### src/rtl/decode_pkg.sv
// ============================================================================
// Module      : decode_pkg
// Description : Opcode, format and funct7 constants shared by the decode stage.
// Revision    : 1.0 - initial release
// ============================================================================
`default_nettype none

package decode_pkg;

    localparam logic [6:0] OPC_LUI      = 7'b0110111;
    localparam logic [6:0] OPC_AUIPC    = 7'b0010111;
    localparam logic [6:0] OPC_JAL      = 7'b1101111;
    localparam logic [6:0] OPC_JALR     = 7'b1100111;
    localparam logic [6:0] OPC_BRANCH   = 7'b1100011;
    localparam logic [6:0] OPC_LOAD     = 7'b0000011;
    localparam logic [6:0] OPC_STORE    = 7'b0100011;
    localparam logic [6:0] OPC_OP_IMM   = 7'b0010011;
    localparam logic [6:0] OPC_OP_IMM32 = 7'b0011011;
    localparam logic [6:0] OPC_OP       = 7'b0110011;
    localparam logic [6:0] OPC_MISC_MEM = 7'b0001111;
    localparam logic [6:0] OPC_SYSTEM   = 7'b1110011;
    localparam logic [6:0] OPC_OP32     = 7'b0111011;

    localparam logic [2:0] FMT_R = 3'd0;
    localparam logic [2:0] FMT_I = 3'd1;
    localparam logic [2:0] FMT_S = 3'd2;
    localparam logic [2:0] FMT_B = 3'd3;
    localparam logic [2:0] FMT_U = 3'd4;
    localparam logic [2:0] FMT_J = 3'd5;

    localparam logic [6:0] F7_BASE = 7'b0000000;
    localparam logic [6:0] F7_ALT  = 7'b0100000;

endpackage

`default_nettype wire

### src/rtl/decode_comb.sv
// ============================================================================
// Module      : decode_comb
// Description : Combinational RISC-V field, immediate, format, legality and
//               rd write-enable decode for RV32I / RV64I.
// Revision    : 1.0 - initial release
// ============================================================================
`default_nettype none

module decode_comb
    import decode_pkg::*;
#(
    parameter int XLEN     = 32,
    parameter bit RV64_OPS = (XLEN == 64)
) (
    input  logic [31:0]     i_instr,
    output logic [6:0]      o_opcode,
    output logic [2:0]      o_funct3,
    output logic [6:0]      o_funct7,
    output logic [4:0]      o_rd_addr,
    output logic [4:0]      o_rs1_addr,
    output logic [4:0]      o_rs2_addr,
    output logic [XLEN-1:0] o_imm,
    output logic [2:0]      o_fmt,
    output logic            o_rd_we,
    output logic            o_illegal
);

    // Bit 25 belongs to shamt on RV64, so it is excluded from the shift checks.
    localparam logic [6:0] c_sh_mask = (XLEN == 64) ? 7'b1111110 : 7'b1111111;

    logic [XLEN-1:0] w_imm_i;
    logic [XLEN-1:0] w_imm_s;
    logic [XLEN-1:0] w_imm_b;
    logic [XLEN-1:0] w_imm_u;
    logic [XLEN-1:0] w_imm_j;
    logic [6:0]      w_sh_hi;
    logic [2:0]      w_fmt;
    logic            w_we;
    logic            w_ill;

    assign o_opcode   = i_instr[6:0];
    assign o_funct3   = i_instr[14:12];
    assign o_funct7   = i_instr[31:25];
    assign o_rd_addr  = i_instr[11:7];
    assign o_rs1_addr = i_instr[19:15];
    assign o_rs2_addr = i_instr[24:20];

    assign w_imm_i = XLEN'(signed'(i_instr[31:20]));
    assign w_imm_s = XLEN'(signed'({i_instr[31:25], i_instr[11:7]}));
    assign w_imm_b = XLEN'(signed'({i_instr[31], i_instr[7], i_instr[30:25], i_instr[11:8], 1'b0}));
    assign w_imm_u = XLEN'(signed'({i_instr[31:12], 12'b0}));
    assign w_imm_j = XLEN'(signed'({i_instr[31], i_instr[19:12], i_instr[20], i_instr[30:21], 1'b0}));
    assign w_sh_hi = i_instr[31:25] & c_sh_mask;

    always_comb begin
        w_fmt = FMT_I;
        w_we  = 1'b0;
        w_ill = 1'b0;
        case (o_opcode)
            OPC_LUI, OPC_AUIPC: begin
                w_fmt = FMT_U;
                w_we  = 1'b1;
            end
            OPC_JAL: begin
                w_fmt = FMT_J;
                w_we  = 1'b1;
            end
            OPC_JALR: begin
                w_we  = 1'b1;
                w_ill = (o_funct3 != 3'b000);
            end
            OPC_BRANCH: begin
                w_fmt = FMT_B;
                w_ill = (o_funct3[2:1] == 2'b01);
            end
            OPC_LOAD: begin
                w_we = 1'b1;
                case (o_funct3)
                    3'b000, 3'b001, 3'b010, 3'b100, 3'b101: w_ill = 1'b0;
                    3'b011, 3'b110:                         w_ill = !RV64_OPS;
                    default:                                w_ill = 1'b1;
                endcase
            end
            OPC_STORE: begin
                w_fmt = FMT_S;
                w_ill = o_funct3[2] || ((o_funct3 == 3'b011) && !RV64_OPS);
            end
            OPC_OP_IMM: begin
                w_we = 1'b1;
                if (o_funct3 == 3'b001) begin
                    w_ill = (w_sh_hi != F7_BASE);
                end else if (o_funct3 == 3'b101) begin
                    w_ill = (w_sh_hi != F7_BASE) && (w_sh_hi != F7_ALT);
                end
            end
            OPC_OP_IMM32: begin
                w_we  = 1'b1;
                w_ill = !RV64_OPS;
            end
            OPC_OP: begin
                w_fmt = FMT_R;
                w_we  = 1'b1;
                w_ill = !((o_funct7 == F7_BASE) ||
                          ((o_funct7 == F7_ALT) && ((o_funct3 == 3'b000) || (o_funct3 == 3'b101))));
            end
            OPC_OP32: begin
                w_fmt = FMT_R;
                w_we  = 1'b1;
                w_ill = !RV64_OPS;
            end
            OPC_MISC_MEM: w_fmt = FMT_I;
            OPC_SYSTEM:   w_we  = (o_funct3 != 3'b000);
            default:      w_ill = 1'b1;
        endcase

        if (i_instr[1:0] != 2'b11) begin
            w_ill = 1'b1;
        end
        // Illegal encodings are presented as harmless I-type with no writeback.
        if (w_ill) begin
            w_fmt = FMT_I;
            w_we  = 1'b0;
        end
    end

    always_comb begin
        o_fmt     = w_fmt;
        o_illegal = w_ill;
        o_rd_we   = w_we && (o_rd_addr != 5'd0);
        case (w_fmt)
            FMT_R:   o_imm = '0;
            FMT_S:   o_imm = w_imm_s;
            FMT_B:   o_imm = w_imm_b;
            FMT_U:   o_imm = w_imm_u;
            FMT_J:   o_imm = w_imm_j;
            default: o_imm = w_imm_i;
        endcase
    end

endmodule

`default_nettype wire

### src/rtl/decode_stage.sv
// ============================================================================
// Module      : decode_stage
// Description : Registered RISC-V decode stage with valid/ready handshake and
//               a 2-entry skid buffer (output register + skid register).
// Revision    : 1.0 - initial release
// ============================================================================
`default_nettype none

module decode_stage
    import decode_pkg::*;
#(
    parameter int XLEN     = 32,
    parameter bit RV64_OPS = (XLEN == 64)
) (
    input  logic            clk,
    input  logic            rst_n,
    input  logic            flush,
    input  logic            in_valid,
    output logic            in_ready,
    input  logic [31:0]     in_instr,
    input  logic [XLEN-1:0] in_pc,
    output logic            out_valid,
    input  logic            out_ready,
    output logic [XLEN-1:0] out_pc,
    output logic [6:0]      out_opcode,
    output logic [2:0]      out_funct3,
    output logic [6:0]      out_funct7,
    output logic [4:0]      out_rd_addr,
    output logic [4:0]      out_rs1_addr,
    output logic [4:0]      out_rs2_addr,
    output logic [XLEN-1:0] out_imm,
    output logic [2:0]      out_fmt,
    output logic            out_rd_we,
    output logic            out_illegal
);

    generate
        if ((XLEN != 32) && (XLEN != 64)) begin : g_bad_xlen
            $error("decode_stage: XLEN must be 32 or 64");
        end
    endgenerate

    typedef struct packed {
        logic [XLEN-1:0] pc;
        logic [6:0]      opcode;
        logic [2:0]      funct3;
        logic [6:0]      funct7;
        logic [4:0]      rd_addr;
        logic [4:0]      rs1_addr;
        logic [4:0]      rs2_addr;
        logic [XLEN-1:0] imm;
        logic [2:0]      fmt;
        logic            rd_we;
        logic            illegal;
    } dec_t;

    dec_t w_dec;
    dec_t r_out;
    dec_t r_skid;
    logic r_out_valid;
    logic r_skid_valid;
    logic r_in_ready;
    logic w_accept;
    logic w_out_free;

    assign w_dec.pc = in_pc;

    decode_comb #(
        .XLEN     (XLEN),
        .RV64_OPS (RV64_OPS)
    ) u_decode_comb (
        .i_instr    (in_instr),
        .o_opcode   (w_dec.opcode),
        .o_funct3   (w_dec.funct3),
        .o_funct7   (w_dec.funct7),
        .o_rd_addr  (w_dec.rd_addr),
        .o_rs1_addr (w_dec.rs1_addr),
        .o_rs2_addr (w_dec.rs2_addr),
        .o_imm      (w_dec.imm),
        .o_fmt      (w_dec.fmt),
        .o_rd_we    (w_dec.rd_we),
        .o_illegal  (w_dec.illegal)
    );

    assign w_accept   = in_valid && r_in_ready;
    assign w_out_free = !r_out_valid || out_ready;

    // r_in_ready always mirrors !r_skid_valid, kept as its own flop so the
    // upstream handshake sees a clean register output.
    always_ff @(posedge clk or negedge rst_n) begin
        if (!rst_n) begin
            r_out_valid  <= 1'b0;
            r_skid_valid <= 1'b0;
            r_in_ready   <= 1'b1;
            r_out        <= '0;
            r_skid       <= '0;
        end else if (flush) begin
            r_out_valid  <= 1'b0;
            r_skid_valid <= 1'b0;
            r_in_ready   <= 1'b1;
        end else if (w_out_free) begin
            if (r_skid_valid) begin
                r_out        <= r_skid;
                r_out_valid  <= 1'b1;
                r_skid_valid <= 1'b0;
                r_in_ready   <= 1'b1;
            end else if (w_accept) begin
                r_out       <= w_dec;
                r_out_valid <= 1'b1;
            end else begin
                r_out_valid <= 1'b0;
            end
        end else if (w_accept) begin
            r_skid       <= w_dec;
            r_skid_valid <= 1'b1;
            r_in_ready   <= 1'b0;
        end
    end

    assign in_ready     = r_in_ready;
    assign out_valid    = r_out_valid;
    assign out_pc       = r_out.pc;
    assign out_opcode   = r_out.opcode;
    assign out_funct3   = r_out.funct3;
    assign out_funct7   = r_out.funct7;
    assign out_rd_addr  = r_out.rd_addr;
    assign out_rs1_addr = r_out.rs1_addr;
    assign out_rs2_addr = r_out.rs2_addr;
    assign out_imm      = r_out.imm;
    assign out_fmt      = r_out.fmt;
    assign out_rd_we    = r_out.rd_we;
    assign out_illegal  = r_out.illegal;

endmodule

`default_nettype wire

### config.mk
export PLATFORM = sky130hd
export DESIGN_NAME = decode_stage
export DESIGN_NICKNAME = d
export VERILOG_FILES = /design/src/rtl/decode_pkg.sv /design/src/rtl/decode_comb.sv /design/src/rtl/decode_stage.sv
export SDC_FILE = /design/constraint.sdc
export NUM_CORES = 1
export LEC_CHECK = 0
export CORE_MARGIN = 4
export CORE_UTILIZATION = 25
export CTS_CLUSTER_SIZE = 14
export DETAILED_ROUTE_END_ITERATION = 6
export SYNTH_ARGS = -nofsm -noshare
export SYNTH_HDL_FRONTEND = slang
export SYNTH_SLANG_ARGS = --single-unit
### constraint.sdc
create_clock -name clk -period 1.8 [get_ports clk]
set_input_delay 0.45 -clock clk [delete_from_list [all_inputs] [get_ports clk]]
set_output_delay 0.45 -clock clk [all_outputs]
set_load 0.02 [all_outputs]
==> metrics.md <==
| Metric | Value |
|---|---|
| Aggregate global routing overflow | `0` |
| Top cells by area, synth | `dfrtp_1 56%, nand2_1 13%, mux2i_1 7.0%, o21ai_0 6.3%, clkbuf_1 2.3%` |
| Num rows | `69` |
| WP data arrival | `2.34 ns` |
| Synth warnings | `0` |
| Critical path origin | `in_instr[2]` |
| Slowest CP cell | `or4_4` |
| Worst vdd ir | `0.6488 mV` |
| Yosys top cell area share | `0.5583` |
| Worst slew margin | `0.6554` |
| WL/cell | `17.72 microns` |
| Design Power | `0.01460 W` |
| IO Count | `172` |
| Ant. Diodes | `0` |
| Finished Cell Area | `13610 sq um` |
| Hold Vio Cnt, Final | `0` |
| Endpoint class of the critical path | `flip-flop` |
| Outcome | `finished, violations left` |
| Crit path buffers/inverters | `4` |
| Hold WS | `0.2396 ns` |
| Area leader, netlist | `dfrtp_1` |
| FFs w/ async S/R, synth | `1.000` |
| Final setup fails | `35` |
| CP startpoint kind | `input port` |
| I/O Buffers | `171` |
| Reg2Reg Launch Point | `r_skid_valid` |
| Die width | `199.2 microns` |
| Worst setup path class | `in2reg` |
| Fin cells | `1704` |
| Seq/Total Area, Yosys | `0.5612` |
| Critical path, cell by cell | `buf_8 -> and2b_1 -> nand3_2 -> or4_4 -> and4_1 -> buf_6 -> buf_12 -> nand2_8 -> buf_12 -> nor2_4 -> a221o_1` |
| Final Cycle Share | `1.077` |
| Path length in cells of the critical path | `11` |
| Avg Cell Area, Syn | `9.388 sq um` |
| Power density over the cells | `1073 nW/um^2` |
| Via count | `7975` |
| Leakage Power | `6.142 nW` |
| Initial core utilization | `0.2552` |
| Final WL | `30190 microns` |
| Synthesized area | `9144 sq um` |
| Die height | `199.2 microns` |
| Period minus WS final | `1.939 ns` |
| Dpl cells | `1642` |
| Area growth syn-to-layout | `48.80%` |
| Nets@finish | `1294` |
| Hpwl dp | `20870 microns` |
| Die area | `39700 sq um` |
| Vias per cell | `4.680` |
| Post-synth EDFFs | `0` |
| Place WS | `-1.119 ns` |
| Most frequent CP cell | `buf_12` |
| Clk Latency, worst-skew pair | `0.51 ns` |
| Synthesized net count | `1043` |
| Layout fillers | `3564` |
| Commonest cells post-synth | `316 x nand2_1, 204 x dfrtp_1, 116 x o21ai_0, 64 x mux2i_1, 56 x clkbuf_1` |
| Violated checks | `setup timing` |
| Skew final | `0.01280 ns` |
| Max Root-Sink Buffers | `3` |
| Crit path max fanout | `5` |
| Starting DRC count in detailed routing | `422` |
| Core Area | `35830 sq um` |
| Req. time, crit path | `2.20 ns` |
| DRT antenna net count | `0` |
| Main flop type after synthesis | `dfrtp_1` |
| HP Class | `in2reg` |
| R2R Setup Slk | `-0.01 ns` |
| Tot GR Track Use | `0.1488` |
| Crit-path leading delay family | `simple AND/OR/NAND/NOR gates` |
| Placer Congestion | `0.8277` |
| Total CTS buffers | `24` |
| Register area | `5135 sq um` |
| DRC viols | `0` |
| DP Area | `12210 sq um` |
| Setup slack after layout | `-0.1394 ns` |
| RSZ-0062 raised after global routing | `true` |
| Yosys cell types | `56` |
| Total of max-cap violations | `0` |
| Clk sinks | `205` |
| Delay of the slowest critical-path stage | `0.54 ns` |
| Root buf cell | `clkbuf_16` |
| CTS tree | `yes` |
| Layout cells sized above 1 | `0.2180` |
| Fin. max-slew vios | `0` |
| First-pass GRT wire length | `47090 microns` |
| Syn Inst Count | `974` |
| Multi-input logic area | `4290 sq um` |
| Htree depth | `1` |
| Largest net degree at the start of global routing | `54` |
| Achievable frequency | `0.5156 GHz` |
| Initial antenna violation count | `0` |
| Synthesized flop and latch total | `205` |
| Count leader, synth | `nand2_1` |
| Reg2reg path depth | `7` |
| Crit path to | `out_fmt[1]` |
| DRT Pass-1 Iters | `4` |
| Worst-path clk slew | `0.06 ns` |
| Reg-to-reg critical path endpoint | `out_imm[24]` |
| Least-Margin Pin Slew | `0.5163 ns` |
| Vias in the first global route | `8141` |
## sequential cells by signal, indices dropped and copies added, names as in the netlist, 3 cells and up
signal / flops
out_funct7: 7
out_rd_addr: 5
out_imm: 32
out_rs1_addr: 5
out_funct3: 3
out_opcode: 7
out_rs2_addr: 5
out_fmt: 3
r_skid: 101
out_pc: 32
## how the worst min path moves through the flow
stage,startpoint,to,slack (ns),depth (start not counted)
after CTS,in_instr[28],r_skid[55],0.30,4
after detailed placement,rst_n,out_pc[31],0.42,1
final,in_instr[4],r_skid[66],0.24,3
after floorplan,rst_n,out_fmt[0],0.15,0
after global placement,rst_n,out_pc[31],0.42,1
after global routing,in_instr[4],r_skid[66],0.23,3
## timing repair
item / 4_1_cts / 5_1_grt
cloned: 4 / 0
resized for setup: 204 / 44
hold buffers: 1 / 0
setup buffers: 12 / 3
pin swaps: 42 / 15
hold endpoints to repair: 42 / 0
endpoints found under the setup margin: 173 / 60
## cells in the final DEF (no fill, tap or decap), types with 5 or more instances in the layout
| cell | n |
|---|---|
| nand2_1 | 309 |
| dfrtp_1 | 203 |
| dlygate4sd2_1 | 104 |
| o21ai_0 | 93 |
| buf_4 | 91 |
| mux2i_1 | 63 |
| clkdlybuf4s50_1 | 51 |
| nor2_1 | 28 |
| clkbuf_16 | 25 |
| a21oi_1 | 21 |
| buf_12 | 19 |
| or3_1 | 14 |
| a31oi_4 | 14 |
| o21ai_1 | 13 |
| a31oi_1 | 11 |
| o21ai_2 | 10 |
| a21oi_2 | 9 |
| and3_1 | 9 |
| buf_6 | 9 |
| buf_2 | 8 |
| nand2_4 | 7 |
| mux2_2 | 7 |
| clkinv_2 | 6 |
| nand2_8 | 5 |
| and3_4 | 5 |
| clkbuf_8 | 5 |
## through the flow
| stage | TNS, ns | util |
|---|---|---|
| 2_1_floorplan | -14.04 | - |
| 3_3_place_gp | -97.45 | 0.3408 |
| 3_5_place_dp | -99.73 | 0.3408 |
| 4_1_cts | -3.595 | 0.3734 |
| 5_1_grt | -4.056 | 0.3797 |
| 6_report | -2.769 | 0.3797 |
## layout make-up
class	instances	area share
Inverter	3	0.0008277
Clock buffer	34	0.05214
Clock inverter	10	0.01104
Tap cell	461	0.04239
Sequential cell	205	0.3774
Timing Repair Buffer	291	0.2008
Multi-Input combinational cell	700	0.3153
## cell families (layout without fill, tap and decap cells)
logic type / after synthesis / after routing / share of synthesized area
AO/OA/AOI/OAI: 201 / 201 / 0.1263
buffers and inverters: 73 / 338 / 0.03325
flip-flops: 205 / 205 / 0.5612
multiplexers: 72 / 72 / 0.07991
AND/OR/NAND/NOR: 423 / 427 / 0.1994
## routing by layer
metal / part of all wire / GRT usage / vias to the layer above
met3: 0.062 / 0.03305 / 50
met5: 0 / 0 / -
met4: 0.032 / 0.04661 / 0
met2: 0.46 / 0.2425 / 231
met1: 0.44 / 0.1979 / 3862
li1: - / - / 3832
## where the power goes
group          switching, W  internal, W  total [W]
clock               0.00194      0.00331    0.00525
combinational       0.00186      0.00137    0.00324
sequential         0.000520      0.00560    0.00612
total               0.00433       0.0103     0.0146
## worst min-delay path: cells and delay by family
kind          cells  cell delay (ns)
buf+inv           1             0.15
simple gates      2             0.11
Power figures use the tool's default switching activity.
